### src/rtl/gray_counter_updown.sv
// rtl/gray_counter_updown.sv - parametrised up/down Gray counter with load, wrap/saturate and wrap pulse
module gray_counter_updown #(
  parameter int                WIDTH     = 4,
  parameter logic [WIDTH-1:0]  RESET_VAL = '0,
  parameter bit                WRAP_EN   = 1'b1
) (
  input  logic             clk,
  input  logic             rst_n,
  input  logic             en,
  input  logic             up,
  input  logic             load,
  input  logic [WIDTH-1:0] load_val,
  output logic [WIDTH-1:0] gray,
  output logic [WIDTH-1:0] bin,
  output logic             terminal,
  output logic             wrap_pulse
);

  localparam logic [WIDTH-1:0] ONE = {{(WIDTH-1){1'b0}}, 1'b1};

  logic [WIDTH-1:0] gray_q, gray_d;
  logic [WIDTH-1:0] bin_c;
  logic [WIDTH-1:0] bin_next;
  logic [WIDTH-1:0] set_c, rst_c;
  logic             wrap_q, wrap_d;
  logic             term_c;

  // Gray-to-binary: running XOR from the MSB down.
  always_comb begin
    logic acc;
    acc   = 1'b0;
    bin_c = '0;
    for (int i = WIDTH - 1; i >= 0; i--) begin
      acc      = acc ^ gray_q[i];
      bin_c[i] = acc;
    end
  end

  // Last value in the current direction: all ones going up, all zeros going down.
  always_comb begin
    term_c = up ? (&bin_c) : ~(|bin_c);
  end

  // Next-state selection: load beats count; terminal either wraps or holds.
  always_comb begin
    gray_d   = gray_q;
    wrap_d   = 1'b0;
    bin_next = bin_c;
    if (load) begin
      gray_d = load_val;
    end else if (en) begin
      if (!term_c) begin
        bin_next = up ? (bin_c + ONE) : (bin_c - ONE);
        gray_d   = bin_next ^ (bin_next >> 1);
      end else if (WRAP_EN) begin
        bin_next = up ? '0 : '1;
        gray_d   = bin_next ^ (bin_next >> 1);
        wrap_d   = 1'b1;
      end
    end
  end

  // Per-bit set/reset drive; a bit is never both set and cleared.
  always_comb begin
    set_c = ~gray_q & gray_d;
    rst_c = gray_q & ~gray_d;
  end

  // Set/reset state cells plus registered wrap pulse.
  always_ff @(posedge clk or negedge rst_n) begin
    if (!rst_n) begin
      gray_q <= RESET_VAL;
      wrap_q <= 1'b0;
    end else begin
      for (int i = 0; i < WIDTH; i++) begin
        if (set_c[i]) begin
          gray_q[i] <= 1'b1;
        end else if (rst_c[i]) begin
          gray_q[i] <= 1'b0;
        end
      end
      wrap_q <= wrap_d;
    end
  end

  assign gray       = gray_q;
  assign bin        = bin_c;
  assign terminal   = term_c;
  assign wrap_pulse = wrap_q;

endmodule

### config.mk
export PLATFORM = sky130hd
export DESIGN_NAME = gray_counter_updown
export DESIGN_NICKNAME = d
export VERILOG_FILES = /design/src/rtl/gray_counter_updown.sv
export SDC_FILE = /design/constraint.sdc
export NUM_CORES = 1
export LEC_CHECK = 0
export ABC_AREA = 1
export CORE_AREA = 4 4 41 43
export DETAILED_ROUTE_END_ITERATION = 8
export DIE_AREA = 0 0 45 47
export GPL_TIMING_DRIVEN = 0
export MAX_ROUTING_LAYER = met4
export PLACE_DENSITY = 0.81
export SYNTH_ARGS = -nofsm -noshare
export SYNTH_HDL_FRONTEND = slang
export SYNTH_SLANG_ARGS = --single-unit
### constraint.sdc
create_clock -name clk -period 5.8 [get_ports clk]
set_input_delay 1.16 -clock clk [delete_from_list [all_inputs] [get_ports clk]]
set_output_delay 1.16 -clock clk [all_outputs]
set_load 0.01 [all_outputs]
Word-level counts from Yosys, hierarchy flattened
Cells that the tools add are included.
{"block": "word_totals", "regBits": 5, "out_inout_bits": 10}
{"block": "classes", "add_sub_neg": 2, "n_mux": 17, "n_bitwise": 10, "n_reduce_logical": 6}
{"cell": "two-way mux 4 bit", "count": 5}
{"cell": "two-way mux 1 bit", "count": 12}
{"cell": "bitwise AND 4 bit", "count": 2}
{"cell": "NOT 4 bit", "count": 2}
{"cell": "nonzero test 2 bit", "count": 4}
{"cell": "bitwise XOR 4 x 3 -> 4 bit", "count": 2}
{"cell": "adder 4 x 1 -> 4 bit, second input constant", "count": 1}
{"cell": "AND reduction 4 bit", "count": 1}
{"cell": "OR reduction 4 bit", "count": 1}
{"cell": "subtractor 4 x 1 -> 4 bit, second input constant", "count": 1}
{"cell": "bitwise XOR 1 bit", "count": 3}
{"cell": "NOT 1 bit", "count": 1}

Logic depth before layout (Yosys ltp)
Gate-level depths: netlist of the first run.
{"block": "depth", "ltp_word": 13, "mapped_depth": 16}

Worst setup path after synthesis of the first run
OpenSTA, ideal clock, no wires.
{"block": "synth_timing", "kind": "register -> output", "from": "register gray_q[3], in the netlist gray[3]", "to": "output port terminal", "arrival_time_ns": 1.615, "t_required_ns": 4.640, "slack_ns": 3.025, "path_stages_with_launch": 9, "n_path_buf": 0, "path_cell_list": "dfrtp_1 xnor2_1 inv_1 ha_1 inv_1 nand2_4 nand2_4 nand3_2 o21ai_4"}
{"block": "synth_via", "elab_chain_cells": 6, "word_cells_on_any_way": 7, "cone_classes": "1 x mux; 4 x bitwise; 2 x reduce/logical"}
{"element": "start, declared", "line": "21", "source": "logic [WIDTH-1:0] gray_q, gray_d;"}
{"element": "start signal, assigned", "line": "72", "source": "gray_q <= RESET_VAL;"}
{"element": "start signal, assigned by index", "line": "77", "source": "gray_q[i] <= 1'b1;"}
{"element": "start signal, assigned by index", "line": "79", "source": "gray_q[i] <= 1'b0;"}
{"element": "bitwise XOR 1 bit (*)", "line": "34", "source": "acc = acc ^ gray_q[i];"}
{"element": "named net bin[2]", "line": "14", "source": "output logic [WIDTH-1:0] bin,"}
{"element": "bitwise XOR 1 bit (*)", "line": "34"}
{"element": "named net bin[1]", "line": "14"}
{"element": "bitwise XOR 1 bit (*)", "line": "34"}
{"element": "named net bin[0]", "line": "14"}
{"element": "OR reduction 4 bit", "line": "41", "source": "term_c = up ? (&bin_c) : ~(|bin_c);"}
{"element": "NOT 1 bit", "line": "41"}
{"element": "two-way mux 1 bit (*)", "line": "41"}
{"element": "end, declared", "line": "15", "source": "output logic terminal,"}
Mark *: on every way through the listed nets, which the timed path passes. The rest lies on a longest branch.

Worst setup path after layout of the first run
{"block": "layout_timing", "from": "input port up", "to": "output port terminal"}
{"block": "layout_via", "elab_chain_cells": 1}
{"element": "start, declared", "line": "10", "source": "input logic up,"}
{"element": "two-way mux 1 bit", "line": "41"}
Every way passes these cells.

==> impl_metrics.csv, run 1 <==
group,metric,value,unit
sta,fin_setup_tns,0,ns
worst_setup_path,crit_type,"input pin to output pin",
die,core,1300,sq um
global_routing,overflow,0,
die,chipHeight,47,um
final_layout,fin_cells,125,
sta,min_period,3.87,ns
final_layout,final_util,0.635,
drt,vias,596,
final_layout,diodes,0,
power,swShare,0.506,
final_layout,layout_commonest_cell,"clkdlybuf4s50_1",
sta,fin_worst_skew,0.00182,ns
sta,hold_violations,0,
drt,wl,1310,um
synthesis,synth_fa_ha_area_frac,0.188,
synthesis,synth_compound_area_frac,0.152,
die,die_area,2120,sq um
clock_tree,cts.sinks,5,
synthesis,netlist_instances,88,
worst_setup_path,crit_chain,"clkdlybuf4s50_1 -> nor2_1 -> nand2_1 -> o21ai_4 -> clkdlybuf4s50_1",
clock_tree,root_buffer,"clkbuf_4",
worst_setup_path,end_kind,"output pin",
drt,drt-wirelength-per-cell,10.4,um
sta,relSlewSlack,0.802,
worst_setup_path,crit_required,4.64,ns
synthesis,synth_area,601,sq um
synthesis,synthXorXnorAreaFrac,0.0146,
place,hpwl,1140,um
synthesis,muxShareOfSynthArea,0,
power,intPower,0.306,mW
power,power.total,0.619,mW
clock_tree,clk_latency,0.23,ns
sta,worst_pin_slew,0.297,ns
drt,remaining_drc_errors,0,
worst_setup_path,cp_slowest_cell,"clkdlybuf4s50_1",
clock_tree,cts_resized,0,
sta,slew_viol_final,0,
worst_setup_path,cp_max_fo,4,
power,p_leak,0.429,nW
global_routing,grt_max_degree,8,
die,start_util,0.462,
power,ir_drop,474,uV
place,placed_cells,121,
sta,worst_slack,1.93,ns
place,io_buffers,18,
power,p_switching,0.313,mW
sta,rsz0062_at_grt,"false",
worst_setup_path,crit_path_frequent_cell,"clkdlybuf4s50_1",
worst_setup_path,critPathLaunchType,"input pin",
synthesis,syn_avg_cell_area,6.82,sq um
worst_setup_path,max_stage_delay,0.57,ns
clock_tree,cts_hold_buffers,0,
sta,setup_viol,0,
power,power_density,750,nW/um^2
clock_tree,clockBufferDepth,2,
drt,final_antenna_net_count,0,
die,ios,19,
hold_path,hold_path.class,"flop to flop",
clock_tree,numCtsBuffers,3,
clock_tree,cts_tree,"built",
outcome,status,"finished clean",
place,routabilityCongestion,0.847,
synthesis,synth_top_family_by_area,"simple AND/OR/NAND/NOR gates",
synthesis,synthSimpleGateAreaFrac,0.331,
sta,fin_crit_sh,0.668,
power,clockPowerShare,0.061,
synthesis,synthDistinctLibCells,18,
final_layout,syn_to_final_growth,37.5,%
global_routing,grtUsageTotal,0.141,
die,die_w,45,um
place,place_worst_setup_slack,1.93,ns
final_layout,drive_gt1_frac,0.109,
synthesis,yosys_warnings,0,
clock_tree,clk_pin_slew,0.04,ns
worst_setup_path,arrival,2.71,ns
clock_tree,htreeDepth,1,
die,rows,13,
final_layout,layout_common_cells,"clkdlybuf4s50_1, nand2_1, inv_1, a21oi_1, nor2_1",
synthesis,synth_nets,106,
drt,vias_per_cell,4.77,
synthesis,ys_ff_latch,5,
clock_tree,post_cts_buffers,0,
global_routing,grt_pass1_wl,2140,um
drt,firstDrtPassIters,4,
drt,drtIter0Drc,6,
synthesis,yosysSeqAreaShare,0.208,
power,p_seq_frac,0.116,
final_layout,layout.nets,129,
global_routing,grt_pass1_vias,543,
power,p_comb_frac,0.823,
global_routing,antenna_found_initial,0,
flow_run,max_cap_violations,0,
final_layout,fillers,121,
sta,fmax,0.258,GHz
per-layer routing:
layer,vias to the layer above,part of all wire,track usage
li1,326,-,-
met1,256,0.43,0.147
met2,12,0.51,0.257
met3,2,0.051,0.0383
met4,0,0.0046,0.0409
met5,-,0,-
metrics by stage:
stage | area [sq um] | hold slack (ns)
finish | 826 | 0.611
global placement | 800 | 0.583
detailed placement | 800 | 0.602
CTS | 826 | 0.609
floorplan | 601 | 0.607
global route | 826 | 0.656
critical path: cells and delay by family:
kind	cells	cell delay, ns
buf+inv	2	1.05
simple gates	2	0.30
compound gates	1	0.21
registers in the layout, indices dropped and copies added (netlist names):
name,count
wrap_pulse,1
gray,4
cell families after synthesis:
logic type      count (synthesis)
fa+ha+maj                       9
buf+inv                        16
simple gates                   41
flops                           5
compound gates                 16
xor+xnor                        1
path summary, 6_finish.rpt:
path	startpoint	endpoint	slack [ns]	depth (start not counted)
max	up	terminal	1.93	5
min	gray[2]$_DFFE_PN0P_	gray[2]$_DFFE_PN0P_	0.61	2
max reg2reg	gray[3]$_DFFE_PN0P_	gray[2]$_DFFE_PN0P_	3.16	13
min reg2reg	gray[2]$_DFFE_PN0P_	gray[2]$_DFFE_PN0P_	0.61	2
max in group asynchronous	rst_n	gray[0]$_DFFE_PN0P_	4.47	1
min in group asynchronous	rst_n	gray[2]$_DFFE_PN0P_	1.14	1
cell type report:
| cell class | instances | area (sq um) | share of cell area |
|---|---|---|---|
| Multi-Input combinational cell | 67 | 412 | 0.498 |
| Timing Repair Buffer | 18 | 180 | 0.218 |
| Sequential cell | 5 | 125 | 0.152 |
| Inverter | 15 | 56.3 | 0.0682 |
| Clock buffer | 4 | 26.3 | 0.0318 |
| Tap cell | 15 | 18.8 | 0.0227 |
| Buffer | 1 | 7.51 | 0.00909 |
power by group through the flow:
stage | combinational (mW) | sequential (mW) | clock (mW)
after detailed placement | 0.515 | 0.0720 | 0
after CTS | 0.516 | 0.0717 | 0.0392
final | 0.510 | 0.0719 | 0.0380
after global routing | 0.574 | 0.0753 | 0.0433
after floorplan | 0.343 | 0.0758 | 0
after global placement | 0.501 | 0.0706 | 0
cell usage after synthesis, drive strengths merged:
master | number | area, sq um
nand2 | 20 | 95.1
o21ai | 3 | 26.3
buf | 1 | 7.51
a21oi | 13 | 65.1
nand3 | 9 | 50.1
inv | 15 | 56.3
xnor2 | 1 | 8.76
ha | 9 | 113
dfrtp | 5 | 125
nor3 | 1 | 5.00
nor2 | 11 | 48.8
Power figures use the tool's default switching activity.
==> inputs of run 2 (changes only) <==
CORE_AREA = unset   (was 4 4 41 43)
CORE_MARGIN = 4   (was unset)
CORE_UTILIZATION = 40   (was unset)
DIE_AREA = unset   (was 0 0 45 47)
PLACE_DENSITY = 0.76   (was 0.81)
clock period = 3.35 ns   (was 5.8 ns; I/O delays follow)
==> impl_metrics.csv, run 2 (synthesis results as in run 1) <==
group,metric,value,unit
sta,relSlewSlack,0.814,
drt,firstDrtPassIters,2,
global_routing,grt_max_degree,8,
sta,worst_slack,0.260,ns
die,core,1350,sq um
final_layout,largest_reg_flops,4,
global_routing,antenna_found_initial,0,
global_routing,grtUsageTotal,0.161,
final_layout,layout.nets,129,
die,rows,13,
place,hpwl,1130,um
worst_setup_path,critPathLaunchType,"flop",
drt,vias_per_cell,5.00,
worst_setup_path,arrival,2.42,ns
drt,drtIter0Drc,6,
global_routing,grt_pass1_wl,2420,um
clock_tree,post_cts_buffers,0,
clock_tree,cts.sinks,5,
die,ios,19,
worst_setup_path,end_kind,"output pin",
worst_setup_path,crit_required,2.68,ns
sta,slew_viol_final,0,
outcome,status,"finished clean",
sta,fin_crit_sh,0.922,
clock_tree,clk_pin_slew,0.04,ns
power,power.total,1.08,mW
final_layout,layout_commonest_cell,"clkdlybuf4s50_1",
place,routabilityCongestion,0.788,
drt,wl,1300,um
sta,worst_pin_slew,0.278,ns
global_routing,grt_pass1_vias,622,
sta,setup_viol,0,
final_layout,syn_to_final_growth,37.5,%
die,die_area,2190,sq um
drt,remaining_drc_errors,0,
sta,fin_worst_skew,0.00473,ns
clock_tree,clockBufferDepth,2,
sta,fin_setup_tns,0,ns
worst_setup_path,ff2ff_path_depth,13,
sta,min_period,3.09,ns
drt,drt-wirelength-per-cell,10.4,um
worst_setup_path,crit_type,"flop to output pin",
sta,fmax,0.324,GHz
power,ir_drop,757,uV
drt,vias,625,
worst_setup_path,cp_max_fo,6,
sta,hold_violations,0,
flow_run,max_cap_violations,0,
drt,final_antenna_net_count,0,
place,io_buffers,18,
power,p_leak,0.429,nW
die,chipHeight,46.8,um
final_layout,fillers,144,
sta,rsz0062_at_grt,"false",
clock_tree,clk_latency,0.24,ns
clock_tree,cts_resized,0,
global_routing,grt.met1_usage,0.195,
clock_tree,htreeDepth,1,
final_layout,diodes,0,
clock_tree,root_buffer,"clkbuf_4",
global_routing,overflow,0,
global_routing,busiest_layer,"met2",
clock_tree,cts_hold_buffers,0,
global_routing,use_met2,0.253,
hold_path,hold_path.class,"flop to flop",
clock_tree,numCtsBuffers,3,
power,power_density,1310,nW/um^2
final_layout,drive_gt1_frac,0.109,
hold_path,min_delay_path_depth,2,
place,place_worst_setup_slack,0.435,ns
final_layout,layout_common_cells,"clkdlybuf4s50_1, nand2_1, inv_1, a21oi_1, nor2_1",
die,start_util,0.445,
global_routing,use_met3,0.0307,
clock_tree,cts_tree,"built",
die,die_w,46.8,um
run 2: cell counts in the layout (fill, tap and decap cells not counted):
Identical to the previous run, type by type.
run 2: path summary, 6_finish.rpt:
kind                       slack [ns]           startpoint                  end
max                              0.26  gray[3]$_DFFE_PN0P_             terminal
min                              0.60  gray[2]$_DFFE_PN0P_  gray[2]$_DFFE_PN0P_
max reg2reg                      0.75  gray[3]$_DFFE_PN0P_  gray[2]$_DFFE_PN0P_
min reg2reg                      0.60  gray[2]$_DFFE_PN0P_  gray[2]$_DFFE_PN0P_
max in group asynchronous        2.47                rst_n  gray[0]$_DFFE_PN0P_
min in group asynchronous        0.66                rst_n  gray[2]$_DFFE_PN0P_
run 2: area by class of cell:
type                            instances  area (sq um)  area share
Inverter                               15          56.3      0.0682
Sequential cell                         5           125       0.152
Tap cell                               15          18.8      0.0227
Timing Repair Buffer                   18           180       0.218
Clock buffer                            4          26.3      0.0318
Buffer                                  1          7.51     0.00909
Multi-Input combinational cell         67           412       0.498
run 2: metal layers:
metal	vias up	routed length [um]
met2	15	615
met5	-	0
met4	0	22
met3	4	66
li1	328	-
met1	278	593
run 2: power breakdown:
part / total, mW / switching (mW) / internal [mW]
clock: 0.0689 / 0.0239 / 0.0450
combinational: 0.889 / 0.493 / 0.396
sequential: 0.122 / 0.0316 / 0.0904
run 2: worst max-delay path, stage by stage, from the launching register on:
cell and delay (ns):
dfrtp_1 0.43, xnor2_1 0.21, inv_1 0.11, ha_1 0.30, inv_1 0.17, nand2_4 0.09, nand2_4 0.10, nand3_2 0.09
o21ai_4 0.10, clkdlybuf4s50_1 0.57
run 2: through the flow:
step / std cells / utilization / area, sq um / hold slack (ns)
final: 125 / 0.612 / 826 / 0.605
after detailed placement: 121 / 0.592 / 800 / 0.599
after CTS: 125 / 0.612 / 826 / 0.611
after global placement: 121 / 0.592 / 800 / 0.592
after global routing: 125 / 0.612 / 826 / 0.643
after floorplan: 88 / - / 601 / 0.374
==> inputs of run 3 (changes only) <==
PLACE_DENSITY = 0.73   (was 0.76)
==> impl_metrics.csv, run 3 (synthesis results as in run 1) <==
group,metric,value,unit
flow_run,max_cap_violations,0,
power,p_switching,0.554,mW
place,placed_cells,121,
sta,worst_pin_slew,0.276,ns
drt,remaining_drc_errors,0,
die,core,1350,sq um
final_layout,fillers,138,
final_layout,layout.nets,129,
power,swShare,0.510,
sta,fmax,0.323,GHz
power,intPower,0.533,mW
worst_setup_path,crit_required,2.68,ns
drt,final_antenna_net_count,0,
final_layout,layout_commonest_cell,"clkdlybuf4s50_1",
die,ios,19,
final_layout,fin_cells,125,
sta,fin_crit_sh,0.925,
clock_tree,clk_pin_slew,0.04,ns
final_layout,layout_common_cells,"clkdlybuf4s50_1, nand2_1, inv_1, a21oi_1, nor2_1",
clock_tree,cts_resized,0,
clock_tree,htreeDepth,1,
sta,hold_violations,0,
power,ir_drop,570,uV
sta,rsz0062_at_grt,"false",
sta,min_period,3.10,ns
clock_tree,cts.sinks,5,
global_routing,antenna_found_initial,0,
clock_tree,clk_latency,0.24,ns
outcome,status,"finished clean",
die,start_util,0.445,
final_layout,syn_to_final_growth,37.5,%
sta,setup_viol,0,
clock_tree,cts_hold_buffers,0,
sta,slew_viol_final,0,
global_routing,grtUsageTotal,0.154,
power,p_comb_frac,0.824,
worst_setup_path,ff2ff_path_depth,13,
global_routing,grt_max_degree,8,
hold_path,min_from,"gray[2]$_DFFE_PN0P_",
drt,vias,634,
clock_tree,numCtsBuffers,3,
die,chipHeight,46.8,um
final_layout,final_util,0.612,
final_layout,seq_area,125,sq um
clock_tree,clockBufferDepth,2,
drt,vias_per_cell,5.07,
final_layout,multi_input_area,412,sq um
power,p_seq_frac,0.113,
drt,drt-wirelength-per-cell,10.7,um
die,rows,13,
drt,drtIter0Drc,9,
worst_setup_path,crit_type,"flop to output pin",
worst_setup_path,reg2reg_from,"gray[3]$_DFFE_PN0P_",
place,io_buffers,18,
worst_setup_path,path_buf_inv,3,
worst_setup_path,cp_slowest_cell,"clkdlybuf4s50_1",
worst_setup_path,crit_chain,"xnor2_1 -> inv_1 -> ha_1 -> inv_1 -> nand2_4 -> nand2_4 -> nand3_2 -> o21ai_4 -> clkdlybuf4s50_1",
global_routing,grt_pass1_wl,2310,um
worst_setup_path,r2r_end,"gray[2]$_DFFE_PN0P_",
global_routing,grt_pass1_vias,587,
final_layout,diodes,0,
place,hpwl,1140,um
sta,fin_worst_skew,0.000412,ns
hold_path,hold_path.class,"flop to flop",
power,clockPowerShare,0.063,
worst_setup_path,cp_max_fo,6,
hold_path,min_delay_path_depth,2,
worst_setup_path,arrival,2.43,ns
drt,wl,1340,um
clock_tree,root_buffer,"clkbuf_4",
clock_tree,post_cts_buffers,0,
die,die_area,2190,sq um
power,power_density,1320,nW/um^2
sta,fin_setup_tns,0,ns
final_layout,drive_gt1_frac,0.109,
worst_setup_path,rrSetupSlack,0.72,ns
power,p_leak,0.429,nW
worst_setup_path,startpoint,"gray[3]$_DFFE_PN0P_",
hold_path,min_to,"gray[2]$_DFFE_PN0P_",
worst_setup_path,critPathLaunchType,"flop",
sta,relSlewSlack,0.816,
place,routabilityCongestion,0.840,
final_layout,largest_reg_flops,4,
drt,firstDrtPassIters,4,
global_routing,overflow,0,
worst_setup_path,end_kind,"output pin",
die,die_w,46.8,um
clock_tree,cts_tree,"built",
worst_setup_path,max_stage_delay,0.57,ns
worst_setup_path,path_delay_family,"buffers and inverters",
[run 3: per-layer routing]
metal  up-vias  GRT usage  wire, um
met5         -          -         0
met4         0     0.0829         9
met3         2     0.0153        61
met2        10      0.272       706
met1       291      0.169       564
li1        331          -         -
[run 3: how the worst max path moves through the flow]
stage	to	slack (ns)	cells past startpoint
6_report	terminal	0.25	9
5_1_grt	terminal	0.08	9
4_1_cts	terminal	0.21	9
3_5_place_dp	gray[2]$_DFFE_PN0P_	0.39	11
3_3_place_gp	gray[2]$_DFFE_PN0P_	0.42	11
2_1_floorplan	gray[3]$_DFFE_PN0P_	0.83	16
[run 3: worst min-delay path, cell delays in order (launching register included)]
cell and delay [ns]:
dfrtp_1 0.41, inv_1 0.09, a21oi_1 0.06
[run 3: power groups by stage]
stage / Clock, mW / Combinational (mW) / Sequential [mW]
2_1_floorplan: 0 / 0.595 / 0.131
3_3_place_gp: 0 / 0.873 / 0.123
6_report: 0.0682 / 0.895 / 0.123
3_5_place_dp: 0 / 0.905 / 0.124
4_1_cts: 0.0710 / 0.908 / 0.124
5_1_grt: 0.0738 / 1.03 / 0.128
[run 3: cell type report]
type | instances | area share
plain buffers | 1 | 0.00909
clock buffers | 4 | 0.0318
inverters | 15 | 0.0682
multi-input cells | 67 | 0.498
flip-flops and latches | 5 | 0.152
well taps | 15 | 0.0227
repair buffers | 18 | 0.218
[run 3: stage by stage]
step | worst slack, ns | hold WS, ns | total power, mW | instance area, sq um
4_1_cts | 0.206 | 0.602 | 1.10 | 826
3_3_place_gp | 0.420 | 0.582 | 0.996 | 800
6_report | 0.252 | 0.600 | 1.09 | 826
5_1_grt | 0.0850 | 0.618 | 1.23 | 826
2_1_floorplan | 0.832 | 0.374 | 0.726 | 601
3_5_place_dp | 0.392 | 0.595 | 1.03 | 800
